===== config.mk =====
export PLATFORM = sky130hd
export DESIGN_NAME = stream_fifo_flat
export DESIGN_NICKNAME = d
export VERILOG_FILES = /design/src/rtl/gpgpu_fifo_pkg.sv /design/src/rtl/stream_fifo_if.sv /design/src/rtl/stream_fifo_ptr.sv /design/src/rtl/stream_fifo.sv /design/src/flat_wrapper.sv
export SDC_FILE = /design/constraint.sdc
export NUM_CORES = 1
export LEC_CHECK = 0
export CAP_MARGIN = 20
export CORE_ASPECT_RATIO = 1.1
export CORE_MARGIN = 2
export CORE_UTILIZATION = 28
export DETAILED_ROUTE_END_ITERATION = 10
export GPL_TIMING_DRIVEN = 0
export PLACE_DENSITY = 0.51
export SLEW_MARGIN = 20
export SYNTH_ARGS = -nofsm -noshare
export SYNTH_HDL_FRONTEND = slang
export SYNTH_SLANG_ARGS = --single-unit

===== constraint.sdc =====
create_clock -name clk -period 3.7 [get_ports clk]
set_clock_uncertainty 0.15 [all_clocks]
set_input_delay 0.37 -clock clk [delete_from_list [all_inputs] [get_ports clk]]
set_output_delay 0.37 -clock clk [all_outputs]
set_load 0.005 [all_outputs]

===== src/rtl/gpgpu_fifo_pkg.sv =====
// Width helpers shared by the GPGPU FIFO family.
package gpgpu_fifo_pkg;

    function automatic int unsigned cnt_width(int unsigned depth);
        return $clog2(depth + 1);
    endfunction

    function automatic int unsigned addr_width(int unsigned depth);
        return (depth > 2) ? $clog2(depth) : 1;
    endfunction

endpackage


===== src/rtl/stream_fifo_if.sv =====
// Ready/valid handshake bundle for stream_fifo; slave is the FIFO's view, master the peer's.
interface stream_fifo_if #(
    parameter int unsigned DATA_WIDTH = 32
);
    logic                  in_valid_i;
    logic                  in_ready_o;
    logic [DATA_WIDTH-1:0] in_data_i;
    logic                  out_valid_o;
    logic                  out_ready_i;
    logic [DATA_WIDTH-1:0] out_data_o;

    modport slave (
        input  in_valid_i,
        input  in_data_i,
        input  out_ready_i,
        output in_ready_o,
        output out_valid_o,
        output out_data_o
    );

    modport master (
        output in_valid_i,
        output in_data_i,
        output out_ready_i,
        input  in_ready_o,
        input  out_valid_o,
        input  out_data_o
    );
endinterface


===== src/rtl/stream_fifo_ptr.sv =====
// FIFO pointer that counts 0..DEPTH-1 and wraps explicitly, so any depth works.
module stream_fifo_ptr
    import gpgpu_fifo_pkg::*;
#(
    parameter  int unsigned DEPTH  = 4,
    localparam int unsigned ADDR_W = addr_width(DEPTH)
) (
    input  logic              clk,
    input  logic              rst_n,
    input  logic              clr_i,
    input  logic              inc_i,
    output logic [ADDR_W-1:0] ptr_o
);
    logic [ADDR_W-1:0] ptr_q, ptr_d;

    always_comb begin
        ptr_d = ptr_q;
        if (clr_i) begin
            ptr_d = '0;
        end else if (inc_i) begin
            ptr_d = (ptr_q == ADDR_W'(DEPTH - 1)) ? '0 : ptr_q + ADDR_W'(1);
        end
    end

    always_ff @(posedge clk or negedge rst_n) begin
        if (!rst_n) begin
            ptr_q <= '0;
        end else begin
            ptr_q <= ptr_d;
        end
    end

    assign ptr_o = ptr_q;
endmodule


===== src/rtl/stream_fifo.sv =====
// Ready/valid synchronous FIFO with occupancy, almost flags and flush.
// Optional high-water mark output peak_o when STREAM_FIFO_PEAK_EN is defined.
module stream_fifo
    import gpgpu_fifo_pkg::*;
#(
    parameter  int unsigned DATA_WIDTH = 32,
    parameter  int unsigned FIFO_DEPTH = 4,
    parameter  int unsigned AF_LEVEL   = (FIFO_DEPTH > 1) ? FIFO_DEPTH - 1 : 1,
    parameter  int unsigned AE_LEVEL   = (FIFO_DEPTH > 1) ? 1 : 0,
    localparam int unsigned CNT_W      = cnt_width(FIFO_DEPTH),
    localparam int unsigned ADDR_W     = addr_width(FIFO_DEPTH)
) (
    input  logic             clk,
    input  logic             rst_n,
    input  logic             flush_i,
    stream_fifo_if.slave     bus,
    output logic [CNT_W-1:0] count_o,
    output logic             almost_full_o,
    output logic             almost_empty_o
`ifdef STREAM_FIFO_PEAK_EN
    ,
    output logic [CNT_W-1:0] peak_o
`endif
);
    if (FIFO_DEPTH == 0) begin : g_chk_depth
        $error("stream_fifo: FIFO_DEPTH must be >= 1");
    end
    if (AF_LEVEL == 0 || AF_LEVEL > FIFO_DEPTH) begin : g_chk_af
        $error("stream_fifo: AF_LEVEL must be in 1..FIFO_DEPTH");
    end
    if (AE_LEVEL >= FIFO_DEPTH) begin : g_chk_ae
        $error("stream_fifo: AE_LEVEL must be in 0..FIFO_DEPTH-1");
    end

    logic [DATA_WIDTH-1:0] mem_q [FIFO_DEPTH];
    logic [ADDR_W-1:0]     wr_ptr, rd_ptr;
    logic [CNT_W-1:0]      cnt_q, cnt_d;
    logic                  push, pop;

    // Ready/valid come only from registered count and flush: no through paths.
    assign bus.in_ready_o  = (cnt_q != CNT_W'(FIFO_DEPTH)) && !flush_i;
    assign bus.out_valid_o = (cnt_q != '0) && !flush_i;
    assign push            = bus.in_valid_i && bus.in_ready_o;
    assign pop             = bus.out_valid_o && bus.out_ready_i;
    assign bus.out_data_o  = mem_q[rd_ptr];

    stream_fifo_ptr #(
        .DEPTH (FIFO_DEPTH)
    ) u_wr_ptr (
        .clk   (clk),
        .rst_n (rst_n),
        .clr_i (flush_i),
        .inc_i (push),
        .ptr_o (wr_ptr)
    );

    stream_fifo_ptr #(
        .DEPTH (FIFO_DEPTH)
    ) u_rd_ptr (
        .clk   (clk),
        .rst_n (rst_n),
        .clr_i (flush_i),
        .inc_i (pop),
        .ptr_o (rd_ptr)
    );

    always_ff @(posedge clk) begin
        if (push) begin
            mem_q[wr_ptr] <= bus.in_data_i;
        end
    end

    always_comb begin
        cnt_d = cnt_q;
        if (flush_i) begin
            cnt_d = '0;
        end else if (push && !pop) begin
            cnt_d = cnt_q + CNT_W'(1);
        end else if (pop && !push) begin
            cnt_d = cnt_q - CNT_W'(1);
        end
    end

    always_ff @(posedge clk or negedge rst_n) begin
        if (!rst_n) begin
            cnt_q <= '0;
        end else begin
            cnt_q <= cnt_d;
        end
    end

    assign count_o        = cnt_q;
    assign almost_full_o  = 32'(cnt_q) >= AF_LEVEL;
    assign almost_empty_o = 32'(cnt_q) <= AE_LEVEL;

`ifdef STREAM_FIFO_PEAK_EN
    logic [CNT_W-1:0] peak_q, peak_d;

    always_comb begin
        peak_d = peak_q;
        if (flush_i) begin
            peak_d = '0;
        end else if (cnt_d > peak_q) begin
            peak_d = cnt_d;
        end
    end

    always_ff @(posedge clk or negedge rst_n) begin
        if (!rst_n) begin
            peak_q <= '0;
        end else begin
            peak_q <= peak_d;
        end
    end

    assign peak_o = peak_q;
`endif
endmodule


===== src/flat_wrapper.sv =====
// flat-port wrapper written by rule: the top's interface ports become plain ports
module stream_fifo_flat import gpgpu_fifo_pkg::*;
#(
    parameter  int unsigned DATA_WIDTH = 32,
    parameter  int unsigned FIFO_DEPTH = 4,
    parameter  int unsigned AF_LEVEL   = (FIFO_DEPTH > 1) ? FIFO_DEPTH - 1 : 1,
    parameter  int unsigned AE_LEVEL   = (FIFO_DEPTH > 1) ? 1 : 0,
    localparam int unsigned CNT_W      = cnt_width(FIFO_DEPTH),
    localparam int unsigned ADDR_W     = addr_width(FIFO_DEPTH)
)
  (clk, rst_n, flush_i, count_o, almost_full_o, almost_empty_o, bus_in_valid_i, bus_in_data_i, bus_out_ready_i, bus_in_ready_o, bus_out_valid_o, bus_out_data_o);
  stream_fifo_if #(.DATA_WIDTH(DATA_WIDTH)) bus_i ();
  input  logic clk;
  input  logic rst_n;
  input  logic flush_i;
  output logic [CNT_W-1:0] count_o;
  output logic almost_full_o;
  output logic almost_empty_o;
  input wire logic [$bits(bus_i.in_valid_i)-1:0] bus_in_valid_i;
  input wire logic [$bits(bus_i.in_data_i)-1:0] bus_in_data_i;
  input wire logic [$bits(bus_i.out_ready_i)-1:0] bus_out_ready_i;
  output wire logic [$bits(bus_i.in_ready_o)-1:0] bus_in_ready_o;
  output wire logic [$bits(bus_i.out_valid_o)-1:0] bus_out_valid_o;
  output wire logic [$bits(bus_i.out_data_o)-1:0] bus_out_data_o;
  assign bus_i.in_valid_i = bus_in_valid_i;
  assign bus_i.in_data_i = bus_in_data_i;
  assign bus_i.out_ready_i = bus_out_ready_i;
  assign bus_in_ready_o = bus_i.in_ready_o;
  assign bus_out_valid_o = bus_i.out_valid_o;
  assign bus_out_data_o = bus_i.out_data_o;
  stream_fifo #(.DATA_WIDTH(DATA_WIDTH), .FIFO_DEPTH(FIFO_DEPTH), .AF_LEVEL(AF_LEVEL), .AE_LEVEL(AE_LEVEL)) u_core (.clk(clk), .rst_n(rst_n), .flush_i(flush_i), .bus(bus_i), .count_o(count_o), .almost_full_o(almost_full_o), .almost_empty_o(almost_empty_o));
endmodule

==> summary.md, run 1 <==
| Metric | Value |
|---|---|
| WP data required | `3180 ps` |
| HPWL after detailed placement | `6650 um` |
| Area Overhead vs Synth | `31.4%` |
| Asr flop ratio synth | `5.19%` |
| Largest net degree at the start of global routing | `18` |
| CTS root buf | `clkbuf_16` |
| Netlist cell types | `28` |
| Post-synth top area share | `73.7%` |
| Crit path max fanout | `10` |
| Post-route DRC | `0` |
| Fin Setup TNS | `0 ps` |
| Max Cap Violations | `0` |
| Top_reg_cell synth | `edfxtp_1` |
| Initial Utilization | `28.4%` |
| Hold Crit Class | `in -> async` |
| Final count of hold timing violations | `0` |
| CP arrival | `2260 ps` |
| Antenna Violating Nets Remaining | `0` |
| Synth Net Count | `282` |
| P_leak | `2.22 nW` |
| Sequential area share after synthesis | `77.0%` |
| Antenna violations before repair | `0` |
| CTS tree | `yes` |
| Clock latency reported for the late side of the worst-skew pair | `410 ps` |
| Post-route cell area | `6860 um^2` |
| Number of global-route vias before repair | `2828` |
| Clock power frac | `32.5%` |
| CTS Buf Count | `17` |
| Nets@finish | `379` |
| Post-CTS Hold Buffers | `0` |
| DR WL/cell | `16.9 um` |
| Fillers | `1714` |
| Synth warn | `0` |
| Biggest area consumer among synthesized cells | `edfxtp_1` |
| CTS-repair resized insts | `0` |
| F_max | `0.360 GHz` |
| CP endpoint kind | `primary output` |
| Finished Layout Cells | `585` |
| Reg power frac | `42.9%` |
| Rows | `52` |
| P_sw | `1.00 mW` |
| Core area | `18300 um^2` |
| Worst-path clk slew | `50 ps` |
| Placed instance area | `6380 um^2` |
| Max Slew Vio Count | `0` |
| Post-synth EDFFs | `128` |
| Area of the multi-input gates | `1110 um^2` |
| Num ports | `76` |
| CTS max path bufs | `2` |
| Detailed-route wire length | `9920 um` |
| Clk sinks | `135` |
| Post-Syn Area | `5220 um^2` |
| Initial DRC Count | `151` |
| Worst Setup Path Type | `reg -> out` |
| Setup Fix Bufs, Post-CTS | `0` |
| DP Cell Count | `556` |
| Total power draw | `4.22 mW` |
| Layout cells sized above 1 | `20.8%` |
| First-pass DRT Iterations | `4` |
| First-pass GRT wire length | `15500 um` |
| Most common cell in the netlist | `edfxtp_1` |
| IO buf count | `74` |
| Switching Fraction | `23.8%` |
| Commonest cells in the netlist | `edfxtp_1, mux4_2, ha_1` |
| Yosys reg bits | `135` |
| Crit share post-route | `75.1%` |
| Die Wd | `134 um` |
| Tmin final | `2780 ps` |
| Power Density | `616 nW/um^2` |
| Synth area leaders | `edfxtp_1, mux4_2, dfrtp_1, ha_1, buf_6` |
| Gpl congestion | `0.716` |
| Die Y | `147 um` |
| CP Launch Type | `register` |
| Vias per cell | `4.32` |
| GRT Resource Usage Total | `10.9%` |
| Antenna cell count | `0` |
| Status | `finished clean` |
| Int Pwr | `3.22 mW` |
| Comb power frac | `24.6%` |
| Peak supply drop | `335 uV` |
| Mean post-synth cell area | `22.2 um^2` |
| Overflow after GRT | `0` |
| H-Tree Depth | `4` |
| RSZ-0062 raised after global routing | `false` |
| Slew HR | `63.8%` |
| Mapped Cells | `235` |
| Vias | `2530` |
| Final setup violation count | `0` |
| Worst-Margin Slew | `544 ps` |
| DIE AREA | `19700 um^2` |
| FF+latch area | `4020 um^2` |
[per-stage QoR]
stage               hold WS [ps]  util (%)  setup WS (ps)
finish                      90.1      37.4            923
detailed placement           438      34.8           1280
floorplan                  -75.6         -           1310
global placement             431      34.1            447
global route                95.4      37.4            782
CTS                         76.8      37.4            825
[flip-flops by register name, summed over array words and instances, names as in the netlist]
register	cells
u_core.mem_q	128
u_core.count_o	3
u_core.u_wr_ptr.ptr_o	2
u_core.u_rd_ptr.ptr_o	2
[layout make-up]
| cell class | instances | share of cell area, % |
|---|---|---|
| plain buffers | 10 | 1.08 |
| flip-flops and latches | 135 | 58.6 |
| well taps | 243 | 4.44 |
| clock buffers | 21 | 6.42 |
| repair buffers | 78 | 12.4 |
| clock inverters | 8 | 0.529 |
| multi-input cells | 84 | 16.2 |
| inverters | 6 | 0.329 |
[worst paths after layout]
path / from / to / slack [ps] / cells past startpoint
setup / recovery: u_core.u_rd_ptr.ptr_o[1] / bus_out_data_o[13] / 920 / 4
hold / removal: rst_n / u_core.count_o[2] / 90 / 1
setup reg to reg: u_core.count_o[1] / u_core.mem_q[1][9] / 1330 / 5
hold reg to reg: u_core.u_rd_ptr.ptr_o[1] / u_core.u_rd_ptr.ptr_o[0] / 450 / 2
max in group asynchronous: rst_n / u_core.u_wr_ptr.ptr_o[0] / 3040 / 1
min in group clk: flush_i / u_core.count_o[0] / 110 / 2
[worst max-delay path, stage by stage, from the launching register on]
cell             delay (ps)
dfrtp_1                 340
clkbuf_1                290
buf_2                   370
mux4_2                  370
clkdlybuf4s50_1         480
[layer usage]
layer	share of wire (%)	vias up	GRT usage [%]
met5	0	-	0
met4	1.9	0	5.21
met3	5.7	14	4.07
met2	53	66	18.8
met1	40	1287	11.9
li1	-	1163	-
[placed cells by master, fill, tap and decap left out, types with 2 or more instances in the layout]
cell             count
o21ai_0              2
edfxtp_1           128
clkinv_2             2
clkbuf_1             5
clkbuf_16           17
nor2_1               5
o31ai_1              2
xnor2_1              2
nand2_1              6
clkdlybuf4s50_1     74
dfrtp_1              7
buf_16               4
a21oi_1              3
buf_6                4
ha_1                10
buf_2                5
nand3_1              4
nor2b_1              2
inv_1                6
clkinv_1             5
and2_1               2
and3_2               4
mux4_2              32
[power by group through the flow]
stage / clock network [mW] / registers, mW / logic, mW
after global routing: 1.49 / 1.82 / 1.14
after CTS: 1.42 / 1.81 / 1.08
after floorplan: 0 / 1.84 / 0.553
after global placement: 0 / 1.84 / 1.05
after detailed placement: 0 / 1.84 / 1.07
final: 1.37 / 1.81 / 1.04
[kinds of logic after synthesis]
family	share of synthesized area (%)
compound gates	2.04
simple gates	2.37
xor+xnor	0.336
flops	77.0
buf+inv	1.85
mux	14.0
fa+ha+maj	2.40
Note: power is estimated with default switching activity, not from simulation.
==> inputs of run 2 (changes only) <==
Clock period 3.7 ns to 2.8 ns, I/O delays scaled along.
==> run 2 against run 1 <==
  * Critical path depth unchanged
  * Combinational power increased by 33%
  * Sequential power increased by 33%
  * Utilization increased by 0.11 points
  * Largest cell class unchanged
  * Largest power group unchanged
==> summary.md, run 2 (same netlist as run 1, synthesis figures left out) <==
| Metric | Value |
|---|---|
| Status | `finished clean` |
| Fin Setup TNS | `0 ps (unchanged)` |
| WP data required | `2370 ps (-810 ps)` |
| Clock power frac | `32.5% (about the same)` |
| Met3 WL | `553 um (-2.1%)` |
| Gpl congestion | `0.716 (unchanged)` |
| Most frequent cells in the layout | `edfxtp_1, clkdlybuf4s50_1, mux4_2` |
| Crit share post-route | `94.3%` |
| Area Overhead vs Synth | `31.7%` |
| IO buf count | `74 (unchanged)` |
| F_max | `0.379 GHz` |
| Total power draw | `5.59 mW (+32%)` |
| Core area | `18300 um^2 (unchanged)` |
| Final count of hold timing violations | `0 (unchanged)` |
| Max reg flops | `128 (unchanged)` |
| CTS root buf | `clkbuf_16` |
| Clock latency reported for the late side of the worst-skew pair | `410 ps (about the same)` |
| Beginning of the critical path | `u_core.u_rd_ptr.ptr_o[1]` |
| Antenna violations before repair | `0 (unchanged)` |
| Initial Utilization | `28.4% (unchanged)` |
| Antenna cell count | `0 (unchanged)` |
| Antenna Violating Nets Remaining | `0 (unchanged)` |
| CP Launch Type | `register` |
| CP endpoint | `bus_out_data_o[13]` |
| CP endpoint kind | `primary output` |
| GRT Resource Usage Total | `10.9% (unchanged)` |
| Rows | `52 (unchanged)` |
| Int Pwr | `4.26 mW (+32%)` |
| CTS tree | `yes` |
| Hold WS | `22.1 ps (-68.0 ps)` |
| Max Slew Vio Count | `0 (unchanged)` |
| Top layer in use | `met4` |
| RR Endpoint | `u_core.mem_q[3][10]` |
| Metal2 WL | `5250 um (+0.13%)` |
| First-pass GRT wire length | `15500 um (unchanged)` |
| Critical Path, Cell by Cell | `clkbuf_1 > clkbuf_4 > mux4_2 > clkdlybuf4s50_1` |
| Vias per cell | `4.32 (-0.13%)` |
| Switching Fraction | `23.8% (about the same)` |
| Post-route DRC | `0 (unchanged)` |
| CTS max path bufs | `2 (unchanged)` |
| Largest net degree at the start of global routing | `18 (unchanged)` |
| Wl on met1 | `3930 um (+0.38%)` |
| Crit path largest cell delay | `480 ps (about the same)` |
| Finished Layout Cells | `586 (+0.17%)` |
| H-Tree Depth | `4 (unchanged)` |
| Comb power frac | `24.7% (about the same)` |
| Worst-Margin Slew | `554 ps (+9.99 ps)` |
| Worst-path clk slew | `50 ps (about the same)` |
| Slew HR | `63.1% (-0.67 points)` |
| Die Y | `147 um (unchanged)` |
| Setup Fix Bufs, Post-CTS | `0 (unchanged)` |
| Tmin final | `2640 ps` |
| Power Density | `813 nW/um^2 (+32%)` |
| Final setup violation count | `0 (unchanged)` |
| First-pass DRT Iterations | `4 (unchanged)` |
| Max Cap Violations | `0 (unchanged)` |
| Overflow after GRT | `0 (unchanged)` |
| CP arrival | `2210 ps (-50 ps)` |
| Number of global-route vias before repair | `2828 (unchanged)` |
| RSZ-0062 raised after global routing | `false` |
| P_sw | `1.33 mW (+32%)` |
| Die Wd | `134 um (unchanged)` |
| Layout cells sized above 1 | `20.7% (-0.061 points)` |
| HPWL after detailed placement | `6650 um (unchanged)` |
| CTS Buf Count | `17 (unchanged)` |
| R2R Setup Slk | `430 ps (-900 ps)` |
| Vias | `2531 (+0.040%)` |
| Worst Setup Path Type | `reg -> out` |
| Initial DRC Count | `151 (unchanged)` |
| Largest Register | `u_core.mem_q` |
| P_leak | `2.22 nW (about the same)` |
| RR Startpoint | `u_core.count_o[1]` |
| Slowest stage cell, crit path | `clkdlybuf4s50_1` |
| Clk sinks | `135 (unchanged)` |
| Peak supply drop | `443 uV (+32%)` |
| Crit path max fanout | `10 (unchanged)` |
| Nets@finish | `380 (+0.26%)` |
| DR WL/cell | `16.9 um (about the same)` |
| DP Cell Count | `556 (unchanged)` |
| Hold Crit Class | `in -> reg` |
| R2r worst-path depth | `5 (unchanged)` |
| Detailed-route wire length | `9930 um (+0.10%)` |
| Reg power frac | `42.9% (about the same)` |
| Num ports | `76 (unchanged)` |
| Most common cell after layout, fill and taps aside | `edfxtp_1` |
| DIE AREA | `19700 um^2 (unchanged)` |
==> run 2: changes by cell type in the layout (fill, tap and decap cells not counted) <==
| cell | previous run | this run |
|---|---|---|
| buf_2 | 5 | 1 |
| clkbuf_4 | 0 | 4 |
| dlygate4sd3_1 | 0 | 1 |
==> run 2: worst min-delay path by stage <==
stage               slack, ps  startpoint                 to  cells after the start
floorplan                -170       rst_n  u_core.count_o[0]                      0
global placement          430       rst_n  u_core.count_o[0]                      1
detailed placement        440       rst_n  u_core.count_o[0]                      1
CTS                         1     flush_i  u_core.count_o[0]                      2
global route               10     flush_i  u_core.count_o[0]                      2
finish                     20     flush_i  u_core.count_o[0]                      2
==> run 2: power by group through the flow <==
stage	Sequential (mW)	Combinational [mW]	Clock, mW
global placement	2.44	1.39	0
floorplan	2.43	0.731	0
detailed placement	2.44	1.41	0
finish	2.40	1.38	1.82
global route	2.41	1.51	1.96
CTS	2.40	1.42	1.87
==> run 2: through the flow <==
stage | util, % | cell area, um^2 | setup slack, ps
after floorplan | - | 5220 | 411
after global placement | 34.1 | 6260 | -453
after detailed placement | 34.8 | 6380 | 395
final | 37.5 | 6880 | 158
after global routing | 37.5 | 6880 | 34.9
after CTS | 37.4 | 6870 | 14.6
==> run 2: routing by layer <==
metal / track usage (%) / vias to the layer above
li1: - / 1164
met1: 11.9 / 1289
met2: 18.8 / 64
met3: 4.07 / 14
met4: 5.21 / 0
met5: 0 / -
==> run 2: what timing repair did <==
action,4_1_cts,5_1_grt
gates resized for setup,0,4
endpoints found under the setup margin,0,12
hold endpoints to repair,7,0
hold buffers,1,0
==> run 2: layout make-up <==
type	instances	area, um^2
fillers	1711	11500
flip-flops and latches	135	4020
multi-input cells	84	1110
repair buffers	79	861
clock buffers	21	440
well taps	243	304
plain buffers	10	83.8
clock inverters	8	36.3
inverters	6	22.5
==> run 2: worst max-delay path: cells and delay by family (launching register included) <==
| family | cells | cell delay [ps] |
|---|---|---|
| multiplexers | 1 | 350 |
| flip-flops | 1 | 340 |
| buffers and inverters | 3 | 1120 |
==> inputs of run 3 (changes only) <==
Settings changed: CORE_ASPECT_RATIO 1.1 to 1.75, MAX_ROUTING_LAYER set to met4.
==> run 3 against run 2 <==
  * Utilization increased by 0.50 points
  * Sequential share of layout area shrank 0.98 points
  * Setup slack got worse by 16 ps
  * Highest routed layer unchanged
  * Wire length grew 3.1%
  * Fmax down 0.58%
  * Non-clock buffer count is 1 higher
  * First-iteration DRC count is 17% lower
  * Hold slack gained 330 ps
  * Total power up 7.9%
  * Critical endpoint is now bus_out_data_o[22]
  * Via count rose by 2.2%
  * Cell area grew 1.7%
==> summary.md, run 3 (same netlist as run 1, synthesis figures left out) <==
| Metric | Value |
|---|---|
| Status | `finished clean` |
| Antenna Violating Nets Remaining | `0 (unchanged)` |
| Number of global-route vias before repair | `2810 (-0.64%)` |
| Vias | `2586 (+2.2%)` |
| Hold depth | `1 (-1)` |
| CP endpoint kind | `primary output` |
| First-pass GRT wire length | `15500 um (unchanged)` |
| WP data required | `2370 ps (about the same)` |
| Hold Path Origin | `bus_in_data_i[14]` |
| Slew HR | `66.4% (+3.3 points)` |
| F_max | `0.376 GHz (-0.58%)` |
| Post-route DRC | `0 (unchanged)` |
| Max reg flops | `128 (unchanged)` |
| R2r worst-path depth | `5 (unchanged)` |
| DR WL/cell | `17.5 um (+3.3%)` |
| Crit share post-route | `94.9% (+0.55 points)` |
| Antenna cell count | `0 (unchanged)` |
| Initial DRC Count | `125 (-17%)` |
| First-pass DRT Iterations | `4 (unchanged)` |
| GRT Resource Usage Total | `11.4% (+0.45 points)` |
| Finished Layout Cells | `585 (-0.17%)` |
| CTS root buf | `clkbuf_16` |
| Most common cell after layout, fill and taps aside | `edfxtp_1` |
| Largest net degree at the start of global routing | `24 (+6)` |
| Initial Utilization | `28.3% (-0.10 points)` |
| Metal2 WL | `5760 um (+9.8%)` |
| Fillers | `1678 (-1.9%)` |
| Gpl congestion | `0.733 (+2.3%)` |
| Setup Fix Bufs, Post-CTS | `0 (unchanged)` |
| FF+latch area | `4020 um^2 (unchanged)` |
| Area of the multi-input gates | `1110 um^2 (unchanged)` |
| IO buf count | `74 (unchanged)` |
| Crit path max fanout | `10 (unchanged)` |
| CTS tree | `yes` |
| HPWL after detailed placement | `6620 um (-0.47%)` |
| Met3 WL | `339 um (-39%)` |
| Layout cells sized above 1 | `23.6% (+2.9 points)` |
| RR Startpoint | `u_core.count_o[1]` |
| Worst Setup Path Type | `reg -> out` |
| Max Slew Vio Count | `0 (unchanged)` |
| Clock latency reported for the late side of the worst-skew pair | `410 ps (about the same)` |
| Hold Path End | `u_core.mem_q[3][14]` |
| Max Cap Violations | `0 (unchanged)` |
| Top layer in use | `met4` |
| DP Cell Count | `551 (-0.90%)` |
| H-Tree Depth | `4 (unchanged)` |
| Core area | `18400 um^2 (+0.37%)` |
| Vias per cell | `4.42 (+2.3%)` |
| RR Endpoint | `u_core.mem_q[3][1]` |
| Peak supply drop | `481 uV (+8.5%)` |
| Most frequent cells in the layout | `edfxtp_1, clkdlybuf4s50_1, mux4_2` |
| Wl on met1 | `3950 um (+0.36%)` |
| R2R Setup Slk | `480 ps (+50 ps)` |
| CTS max path bufs | `2 (unchanged)` |
| Tmin final | `2660 ps (+15.5 ps)` |
| Antenna violations before repair | `0 (unchanged)` |
| Final setup violation count | `0 (unchanged)` |
| Overflow after GRT | `0 (unchanged)` |
| CP Launch Type | `register` |
| Worst-path clk slew | `60 ps (about the same)` |
| DIE AREA | `19800 um^2 (+0.21%)` |
| Die Y | `185 um (+25%)` |
| Clk sinks | `135 (unchanged)` |
| Nets@finish | `381 (+0.26%)` |
| P_leak | `2.27 nW (+2.1%)` |
| Detailed-route wire length | `10200 um (+3.1%)` |
| CTS Buf Count | `17 (unchanged)` |
| Area Overhead vs Synth | `34.0%` |
| Power Density | `863 nW/um^2 (+6.1%)` |
| Hold Crit Class | `in -> reg` |
| Num ports | `76 (unchanged)` |
| Largest Register | `u_core.mem_q` |
| Die Wd | `107 um (-20%)` |
| RSZ-0062 raised after global routing | `false` |
| Total power draw | `6.03 mW (+7.9%)` |
| Final count of hold timing violations | `0 (unchanged)` |
| Worst-Margin Slew | `504 ps (-49.9 ps)` |
| CP arrival | `2230 ps (+20 ps)` |
| Rows | `66 (+27%)` |
| Final core utilization | `38.0% (+0.50 points)` |
## run 3: routing by layer
| metal | up-vias | track usage [%] |
|---|---|---|
| met5 | - | - |
| met4 | 0 | 5.92 |
| met3 | 11 | 2.86 |
| met2 | 57 | 20.1 |
| met1 | 1352 | 11.4 |
| li1 | 1166 | - |
## run 3: layout make-up
| cell class | count | area share [%] |
|---|---|---|
| plain buffers | 10 | 1.20 |
| inverters | 6 | 0.322 |
| flip-flops and latches | 135 | 57.5 |
| well taps | 238 | 4.26 |
| repair buffers | 80 | 12.2 |
| multi-input cells | 84 | 15.9 |
| clock buffers | 18 | 6.14 |
| clock inverters | 14 | 2.52 |
## run 3: worst max-delay path by stage
stage,startpoint,to,slack (ps),cells after the start
5_1_grt,u_core.u_rd_ptr.ptr_o[1],bus_out_data_o[7],8,4
6_report,u_core.u_rd_ptr.ptr_o[0],bus_out_data_o[22],140,4
4_1_cts,u_core.u_rd_ptr.ptr_o[0],bus_out_data_o[22],4,4
3_5_place_dp,u_core.count_o[0],u_core.mem_q[3][5],440,5
2_1_floorplan,u_core.count_o[0],u_core.mem_q[0][0],410,4
3_3_place_gp,u_core.count_o[0],u_core.mem_q[0][21],-430,4
## run 3: critical path: stages (launching register included)
cell and delay [ps]:
dfrtp_1 350, clkbuf_4 230, buf_6 220, mux4_2 530, clkdlybuf4s50_1 490
## run 3: what timing repair did
action | in CTS | in global routing
hold buffers | 2 | 0
setup endpoints to repair | 1 | 22
endpoints found under the hold margin | 8 | 0
resized for setup | 1 | 3
## run 3: report_power, final
group | switching [mW] | leakage, nW | total, mW | internal (mW)
clock network | 0.853 | 0.279 | 2.26 | 1.41
logic | 0.561 | 0.734 | 1.38 | 0.820
registers | 0.0493 | 1.26 | 2.39 | 2.34
## run 3: through the flow
stage / worst slack, ps / cell area [um^2] / TNS (ps) / hold slack (ps)
after detailed placement: 444 / 6360 / 0 / 433
final: 143 / 6990 / 0 / 356
after global placement: -426 / 6260 / -50570 / 425
after CTS: 3.76 / 6990 / 0 / 332
after floorplan: 411 / 5220 / 0 / -166
after global routing: 8.38 / 6990 / 0 / 345
